--- src/rtl/prbs_pkg.sv ---
// Shared PRBS definitions: monitor FSM state encoding
// and default window / lock-hold lengths used by the PRBS blocks.
package prbs_pkg;

  typedef enum logic [1:0] {
    IDLE,
    WAIT_LOCK,
    MEASURE,
    DONE
  } state_e;

  localparam int unsigned DEF_WIN_LEN   = 1000000;
  localparam int unsigned DEF_LOCK_HOLD = 16;

endpackage

--- src/rtl/sat_counter.sv ---
// Saturating up-counter with synchronous clear.
// Ports: clk, rst_n (async low), clr, en -> count[W-1:0], sat (count at max).
module sat_counter #(
  parameter int unsigned W = 16
) (
  input  logic         clk,
  input  logic         rst_n,
  input  logic         clr,
  input  logic         en,
  output logic [W-1:0] count,
  output logic         sat
);

  // Once all-ones the counter never moves again until cleared,
  // so the saturation flag can be taken straight from the value.
  assign sat = &count;

  always_ff @(posedge clk or negedge rst_n) begin
    if (!rst_n) begin
      count <= '0;
    end else if (clr) begin
      count <= '0;
    end else if (en && !sat) begin
      count <= count + W'(1);
    end
  end

endmodule

--- src/rtl/prbs_ber_monitor.sv ---
// Bit-error-rate window monitor fed by the PRBS checker lock/bit_error.
// Ports: Clock_M, Reset (async low), start, lock, bit_error ->
//   busy, done, lock_lost, bit_count[CNT_W], err_count[ERR_W], err_sat.
module prbs_ber_monitor
  import prbs_pkg::*;
#(
  parameter int unsigned WIN_LEN   = DEF_WIN_LEN,
  parameter int unsigned CNT_W     = 32,
  parameter int unsigned ERR_W     = 16,
  parameter int unsigned LOCK_HOLD = DEF_LOCK_HOLD
) (
  input  logic             Clock_M,
  input  logic             Reset,
  input  logic             start,
  input  logic             lock,
  input  logic             bit_error,
  output logic             busy,
  output logic             done,
  output logic             lock_lost,
  output logic [CNT_W-1:0] bit_count,
  output logic [ERR_W-1:0] err_count,
  output logic             err_sat
);

  localparam int unsigned HOLD_W = $clog2(LOCK_HOLD + 1);

  localparam logic [CNT_W-1:0] LAST_BIT =
    CNT_W'(WIN_LEN - 1);
  localparam logic [HOLD_W-1:0] LAST_HOLD =
    HOLD_W'(LOCK_HOLD - 1);

  state_e            state_q;
  state_e            state_d;
  logic [HOLD_W-1:0] hold_q;
  logic [CNT_W-1:0]  bit_q;
  logic              lost_q;

  logic accept;
  logic counting;
  logic last_bit;
  logic hold_hit;
  logic drop;

  assign accept   = (state_q == IDLE) && start;
  assign counting = (state_q == MEASURE) && lock;
  assign drop     = (state_q == MEASURE) && !lock;
  assign last_bit = counting && (bit_q == LAST_BIT);
  assign hold_hit = (state_q == WAIT_LOCK) && lock &&
                    (hold_q == LAST_HOLD);

  always_comb begin
    state_d = state_q;
    busy    = 1'b0;
    done    = 1'b0;
    unique case (state_q)
      IDLE: begin
        if (start) state_d = WAIT_LOCK;
      end
      WAIT_LOCK: begin
        busy = 1'b1;
        if (hold_hit) state_d = MEASURE;
      end
      MEASURE: begin
        busy = 1'b1;
        // lock loss takes priority over the final count
        if (drop || last_bit) state_d = DONE;
      end
      DONE: begin
        done    = 1'b1;
        state_d = IDLE;
      end
      default: state_d = IDLE;
    endcase
  end

  always_ff @(posedge Clock_M or negedge Reset) begin
    if (!Reset) begin
      state_q <= IDLE;
      hold_q  <= '0;
      bit_q   <= '0;
      lost_q  <= 1'b0;
    end else begin
      state_q <= state_d;
      if (accept) begin
        hold_q <= '0;
        bit_q  <= '0;
        lost_q <= 1'b0;
      end
      if (state_q == WAIT_LOCK) begin
        hold_q <= lock ? hold_q + HOLD_W'(1) : '0;
      end
      if (counting) begin
        bit_q <= bit_q + CNT_W'(1);
      end
      if (drop) begin
        lost_q <= 1'b1;
      end
    end
  end

  // Errors only advance alongside a counted bit, which keeps
  // err_count <= bit_count.
  sat_counter #(
    .W (ERR_W)
  ) u_err_cnt (
    .clk   (Clock_M),
    .rst_n (Reset),
    .clr   (accept),
    .en    (counting && bit_error),
    .count (err_count),
    .sat   (err_sat)
  );

  assign bit_count = bit_q;
  assign lock_lost = lost_q;

endmodule

--- config.mk ---
export PLATFORM = sky130hd
export DESIGN_NAME = prbs_ber_monitor
export DESIGN_NICKNAME = d
export VERILOG_FILES = /design/src/rtl/prbs_pkg.sv /design/src/rtl/sat_counter.sv /design/src/rtl/prbs_ber_monitor.sv
export SDC_FILE = /design/constraint.sdc
export NUM_CORES = 1
export LEC_CHECK = 0
export ABC_AREA = 1
export BUFFER_PORTS_ARGS = -buffer_cell sky130_fd_sc_hd__buf_2
export CORE_ASPECT_RATIO = 1.25
export CORE_UTILIZATION = 45
export CTS_CLUSTER_SIZE = 14
export DETAILED_ROUTE_END_ITERATION = 8
export PLACE_DENSITY = 0.74
export SYNTH_ARGS = -nofsm -noshare
export SYNTH_HDL_FRONTEND = slang
export SYNTH_SLANG_ARGS = --single-unit
--- constraint.sdc ---
create_clock -name Clock_M -period 3.1 [get_ports Clock_M]
set_clock_uncertainty 0.05 [all_clocks]
set_input_delay 0.155 -clock Clock_M [delete_from_list [all_inputs] [get_ports Clock_M]]
set_output_delay 0.155 -clock Clock_M [all_outputs]
set_load 0.005 [all_outputs]
==> Yosys cells after proc, flatten, opt, wreduce, memory -nomap -nowiden <==
Cells that the tools add are included.
{ "op_classes": {"add_sub_neg": 3, "n_eq_ne": 8, "reduce_logical": 19, "muxes": 15} }
{ "ops": {"columns": ["operator", "count"], "rows": [
  ["$mux W32", 2],
  ["$add A32 B1 Y32 const B", 1],
  ["$eq A32 B20 Y1 const B", 1],
  ["$mux W16", 2],
  ["$add A16 B1 Y16 const B", 1],
  ["$reduce_and A16 Y1", 1],
  ["$mux W5", 3],
  ["$logic_and A1 B1 Y1", 8],
  ["$pmux W2 S4", 1],
  ["$reduce_bool A2 Y1", 4],
  ["$mux W2", 3],
  ["$add A5 B1 Y5 const B", 1],
  ["$eq A5 B4 Y1 const B", 1],
  ["$eq A2 B2 Y1 const B", 2],
  ["$mux W1", 4],
  ["$ne A2 B2 Y1 const B", 2],
  ["$reduce_and A3 Y1", 1],
  ["$eq A2 B1 Y1 const B", 1],
  ["$logic_not A1 Y1", 2],
  ["$logic_not A2 Y1", 1],
  ["$ne A2 B1 Y1 const B", 1],
  ["$reduce_or A2 Y1", 1],
  ["$logic_or A1 B1 Y1", 1]
]} }
{ "totals": {"reg_bits": 56, "input_bits": 5} }

==> Longest topological paths before layout <==
{ "depth": {"depth_word": 6, "ltp_mapped": 11, "mapped_depth_nobuf": 11} }

==> Modules after synthesis <==
From an unflattened synthesis, not the netlist that was laid out.
{ "hier_totals": {"hier_cells": 546, "hier_area_um2": 3681.0} }
{ "by_module_without_submodules": {"columns": ["module", "area_each_um2", "seq_area_each_um2", "cells_each", "n_inst"], "rows": [
  ["prbs_ber_monitor", 2613.8, 1001.0, 385, 1],
  ["sat_counter", 1067.3, 400.4, 161, 1]
]} }

==> Worst setup path after synthesis <==
Ideal clock, no wire load.
{ "synth_path": {"path_kind": "flip-flop to flip-flop", "startpoint": "register state_q[0]", "endpoint": "register u_err_cnt.count[9]", "required_ns": 2.923, "setup_ns": 0.127, "arrival_time_ns": 1.479, "path_stages_with_launch": 11, "slack_ns": 1.444, "path_buffers": 1, "cell_sequence": "dfrtp_1 -> inv_1 -> ha_1 -> nand2_1 -> inv_2 -> nand2_1 -> nor2_4 -> nor2_8 -> buf_6 -> nand2_1 -> o21ai_0"} }
{ "synth_between": {"elab_chain_len": 5} }
{ "synth_lines": {"columns": ["item", "line_no", "rtl"], "rows": [
  ["start, declared", "prbs_ber_monitor.sv:32", "state_e state_q;"],
  ["start signal, assigned", "prbs_ber_monitor.sv:83", "state_q <= state_d;"],
  ["$eq A2 B2 Y1", "prbs_ber_monitor.sv:45", "assign counting = (state_q == MEASURE) && lock;"],
  ["$logic_and A1 B1 Y1", "prbs_ber_monitor.sv:45", null],
  ["$logic_and A1 B1 Y1", "prbs_ber_monitor.sv:109", ".en (counting && bit_error),"],
  ["$logic_and A1 B1 Y1", "sat_counter.sv:23", "end else if (en && !sat) begin"],
  ["$reduce_bool A2 Y1 (no line)", null, null],
  ["end signal, assigned", "sat_counter.sv:24", "count <= count + W'(1);"],
  ["end, declared", "sat_counter.sv:10", "output logic [W-1:0] count,"]
]} }
Parallel ways exist; a longest one is shown, timed or not.
A chain may end at the register's enable or synchronous reset.

==> Final worst setup path <==
{ "layout_path": {"startpoint": "register state_q[0]", "endpoint": "register bit_q[25] (netlist: bit_count[25])"} }
{ "layout_between": {"elab_chain_len": 3} }
{ "layout_lines": {"columns": ["item", "line_no", "rtl"], "rows": [
  ["$eq A2 B2 Y1 / $logic_not A2 Y1 (equally long branches)", "prbs_ber_monitor.sv:45, prbs_ber_monitor.sv:44", null],
  ["$logic_and A1 B1 Y1, on equally long branches", "prbs_ber_monitor.sv:45, prbs_ber_monitor.sv:44", null],
  ["$mux W32 / $reduce_bool A2 Y1 (equally long branches)", null, null],
  ["end signal, assigned", "prbs_ber_monitor.sv:93", "bit_q <= bit_q + CNT_W'(1);"],
  ["end, declared", "prbs_ber_monitor.sv:35", "logic [CNT_W-1:0] bit_q;"]
]} }
Parallel ways exist; a longest one is shown, timed or not.

==> out/summary.md <==
The cell family contributing the most delay on the critical path is simple AND/OR/NAND/NOR gates. The number of CTS-inserted buffers was 5; the minimum clock period was 2.336 ns. The number of global-route vias before repair came out at 3,227. The largest individual stage delay along the critical path comes from the cell sky130_fd_sc_hd__dfrtp_1. STA classifies the critical path startpoint as a flop. Setup repair after global routing left no endpoint under its margin. The tools report the worst path required time as 3.26 ns.

Dividing the detail-routed wire length by the instance count gives 12.95 microns. The highest cell delay on the worst timing path is 0.43 ns, and the aggregate global routing overflow is 0. The tools report the number of maximum-capacitance violations as 0.

Average instance area after synthesis: 6.728 sq um. The critical path in this run is classified as reg -> reg. At the later pin of the worst-skew pair, clock insertion delay measures 0.32 ns. After synthesis, the netlist uses 32 different library cells. The synthesis-to-finish area growth came out at 13.14%. Summed over all cells, the static leakage comes to 0.001971 uW.

The share of total power dissipated in combinational logic is 27.6%. The initial antenna violation count was 0. DRC violations left: 0. Before antenna repair, the detailed router went through 4 iterations. The number of top-level design ports came out at 57. In this run the deepest clock path goes through 2 buffers. Counting flops and latches in the post-synthesis netlist gives 56. The initial utilization of the core area, before any placement, comes to 47.44%. Path class of the lowest-slack min-delay path: in -> reg. For the largest net degree at the start of global routing, the log shows 35. The critical path capture point type was a flop.

The core area was 7488 sq um; the post-place instance area was 3911 sq um. In the finished design, the share of the clock period the worst path needs comes to 75.36%. Sorting the synthesized cells by area gives the leading types as sky130_fd_sc_hd__dfrtp_1, sky130_fd_sc_hd__nand2_1, sky130_fd_sc_hd__nor2_1, sky130_fd_sc_hd__nand3_1, sky130_fd_sc_hd__inv_1. The slew at the pin with the worst max-slew slack came out at 0.8232 ns.

With fillers left out, the area of the finished cells amounts to 4019 sq um. The first global-routing pass estimated 14.63 mm of wire. The flow ran to the end, and the final reports show no timing, DRC or antenna violations. TritonCTS built the clock tree.

Using the TritonRoute via totals, the vias-per-cell ratio works out to 5.141. At the end of routability-driven placement, the weighted congestion stood at 0.9129. The power density relative to cell area came out at 442.3 nW/um^2. The worst-case IR drop observed on VDD is 0.2540 mV. OpenSTA, run right after detailed placement, puts the worst setup slack at 0.8093 ns.

Routed wire length: 8.791 mm. Final hold analysis gives a worst-case slack of 0.01502 ns. In this run switching power makes up 36.22% of total power. Of all nets on the critical path, the largest fanout is 26.

Number of violations reported at the end of detailed-routing iteration 0: 207. In this run the tool buffered the top-level ports with 56 buffer cells. The clock-pin slew reported for the worst setup and hold paths after clock tree synthesis is 0.11 ns, and the portion of synthesized cell area occupied by the leading cell type is 39.45%.

The part of the total power dissipated in sequential elements is 48.0%, and the number of buffer and inverter stages on the critical path is 2. The total die area is 8255 sq um, and the clock sink count is 56. The number of gates resized after CTS was 0.

The final count of negative-setup-slack endpoints is 0. The tree is rooted in a sky130_fd_sc_hd__clkbuf_8. Counting every net in the synthesized netlist gives 542. Detailed placement ended at an HPWL of 6.625 mm.

0 antenna diodes ended up in the layout. Counting every instance in the synthesized netlist gives 528. The internal power contribution was 1134 uW; the total number of yosys warnings was 0. Final setup TNS: 0 ns.

Per report_power, the clock group accounts for 24.4% of the total. The tightest slew margin relative to the limit is 45.12%. For the maximum level of the CTS H-tree, the log shows 2.

The count of final hold-check violations is 0. Sequential elements use 39.45% of the synthesized area. The max-slew violation count was 0; the global-route total usage across every layer was 22.94%. The final layout contains 600 nets. Hold-fix buffer count after cts: 1. Based on the critical path, the design can be clocked at up to 428.1 MHz.

For this design the total switching power over the nets is 643.9 uW. The floorplan has 35 rows. The signal on the critical path passes through inv_1 > ha_1 > nand2_1 > inv_2 > nand2_1 > nor2_1 > nand3_1 > nor2_2 > nand2_1 > nand2_1 > nand2_1. The dominant cell type by count on the critical path was sky130_fd_sc_hd__nand2_1.

After layout, the worst setup slack is 0.7638 ns. sky130_fd_sc_hd__dfrtp_1 takes more of the synthesized area than any other cell. The cell area after technology mapping is 3552 sq um, and the height of the chip is 101.3 microns.

The die is 81.47 microns wide. Detailed routing inserted a total of 3,491 vias. Data on the critical path arrives at its endpoint at 2.50 ns. The post-route netlist has 14.14% of its cells at a drive strength greater than 1. The count of buffers added by post-CTS timing repair for setup was 0; the remaining antenna violation count was 0.
## placed cells by master (no fill, tap or decap), types with 2 or more instances in the layout
master and count:
sky130_fd_sc_hd__a21oi_1 5, sky130_fd_sc_hd__nor2_2 5, sky130_fd_sc_hd__o22ai_1 4, sky130_fd_sc_hd__nand3b_1 4, sky130_fd_sc_hd__nand4_1 4, sky130_fd_sc_hd__nand3_1 52
sky130_fd_sc_hd__inv_1 64, sky130_fd_sc_hd__o21ai_2 2, sky130_fd_sc_hd__nand2_2 3, sky130_fd_sc_hd__xor2_1 5, sky130_fd_sc_hd__or2_2 4, sky130_fd_sc_hd__nor2_1 70
sky130_fd_sc_hd__clkinvlp_4 2, sky130_fd_sc_hd__clkbuf_8 6, sky130_fd_sc_hd__o21bai_1 2, sky130_fd_sc_hd__nand2_1 184, sky130_fd_sc_hd__dfrtp_1 56, sky130_fd_sc_hd__nor2_4 2
sky130_fd_sc_hd__ha_1 9, sky130_fd_sc_hd__o21ai_0 31, sky130_fd_sc_hd__o21ai_1 4, sky130_fd_sc_hd__buf_2 56, sky130_fd_sc_hd__nor3_1 2
## flip-flops by register name, summed over array words and instances, names as in the netlist
signal           flops
bit_count           32
u_err_cnt.count     16
hold_q               5
state_q              2
lock_lost            1
## through the flow
stage,cells,utilization (%),power [uW]
4_1_cts,679,53.67,1798
2_1_floorplan,528,-,1225
5_1_grt,679,53.67,1895
3_3_place_gp,670,52.23,1346
3_5_place_dp,670,52.23,1364
6_report,679,53.67,1778
## worst register-to-register path: cells and delay by family (launching register included)
family / cells / cell delay [ns]
fa+ha+maj: 1 / 0.20
buf+inv: 2 / 0.50
flops: 1 / 0.43
simple gates: 8 / 1.07
## area by class of cell
cell class                 count  area [sq um]
fill                         762          3470
multi-input combinational    400          1863
sequential                    56          1401
timing repair buffer          58         297.8
inverter                      65         244.0
tap                           92         115.1
clock buffer                   6         82.58
clock inverter                 2         15.01
## power by group through the flow
stage                     registers (uW)  logic (uW)  clock network, uW
after CTS                            854         499                445
final                                854         491                433
after global routing                 865         559                470
after floorplan                      862         363                  0
after global placement               864         482                  0
after detailed placement             868         496                  0
## logic make-up after synthesis
group | synth area share (%)
adders and majority gates | 3.170
buffers and inverters | 8.101
DFF | 39.45
xor gates and xnor gates | 1.479
and+or+nand+nor | 39.70
AOI/OAI and AO/OA | 8.102
## synth_stat cells, drive strengths merged
library cell and number:
nand2 187, nor2 78, inv 65, dfrtp 56, nand3 52, o21ai 37
ha 9, a21oi 5, xor2 5, buf 4, nand3b 4, nand4 4
o22ai 4, or2 4, clkbuf 3, nor3 2, o21bai 2, a22o 1
a22oi 1, a31oi 1, and2 1, nor3b 1, o31ai 1, xnor2 1
## path summary, 6_finish.rpt
check,from,to,slack (ns),cells after the start
worst min-delay path,lock,lock_lost$_DFFE_PN0P_,0.02,2
worst min register to register,lock_lost$_DFFE_PN0P_,lock_lost$_DFFE_PN0P_,0.45,2
worst max-delay path,state_q[0]$_DFFE_PN0P_,bit_count[25]$_DFFE_PN0P_,0.76,11
worst max register to register,state_q[0]$_DFFE_PN0P_,bit_count[25]$_DFFE_PN0P_,0.76,11
max in group asynchronous,Reset,bit_count[22]$_DFFE_PN0P_,1.76,3
min in group asynchronous,Reset,u_err_cnt.count[5]$_DFFE_PN0P_,0.40,2
## routing by layer
metal / routed length [microns] / share of wire (%) / vias to the layer above / GRT usage [%]
li1: - / - / 1775 / -
met1: 4067 / 46 / 1628 / 29.90
met2: 4188 / 48 / 79 / 38.72
met3: 413 / 4.7 / 9 / 3.333
met4: 122 / 1.4 / 0 / 7.280
met5: 0 / 0 / - / 0
No activity file was read; power rests on OpenSTA's default activity.
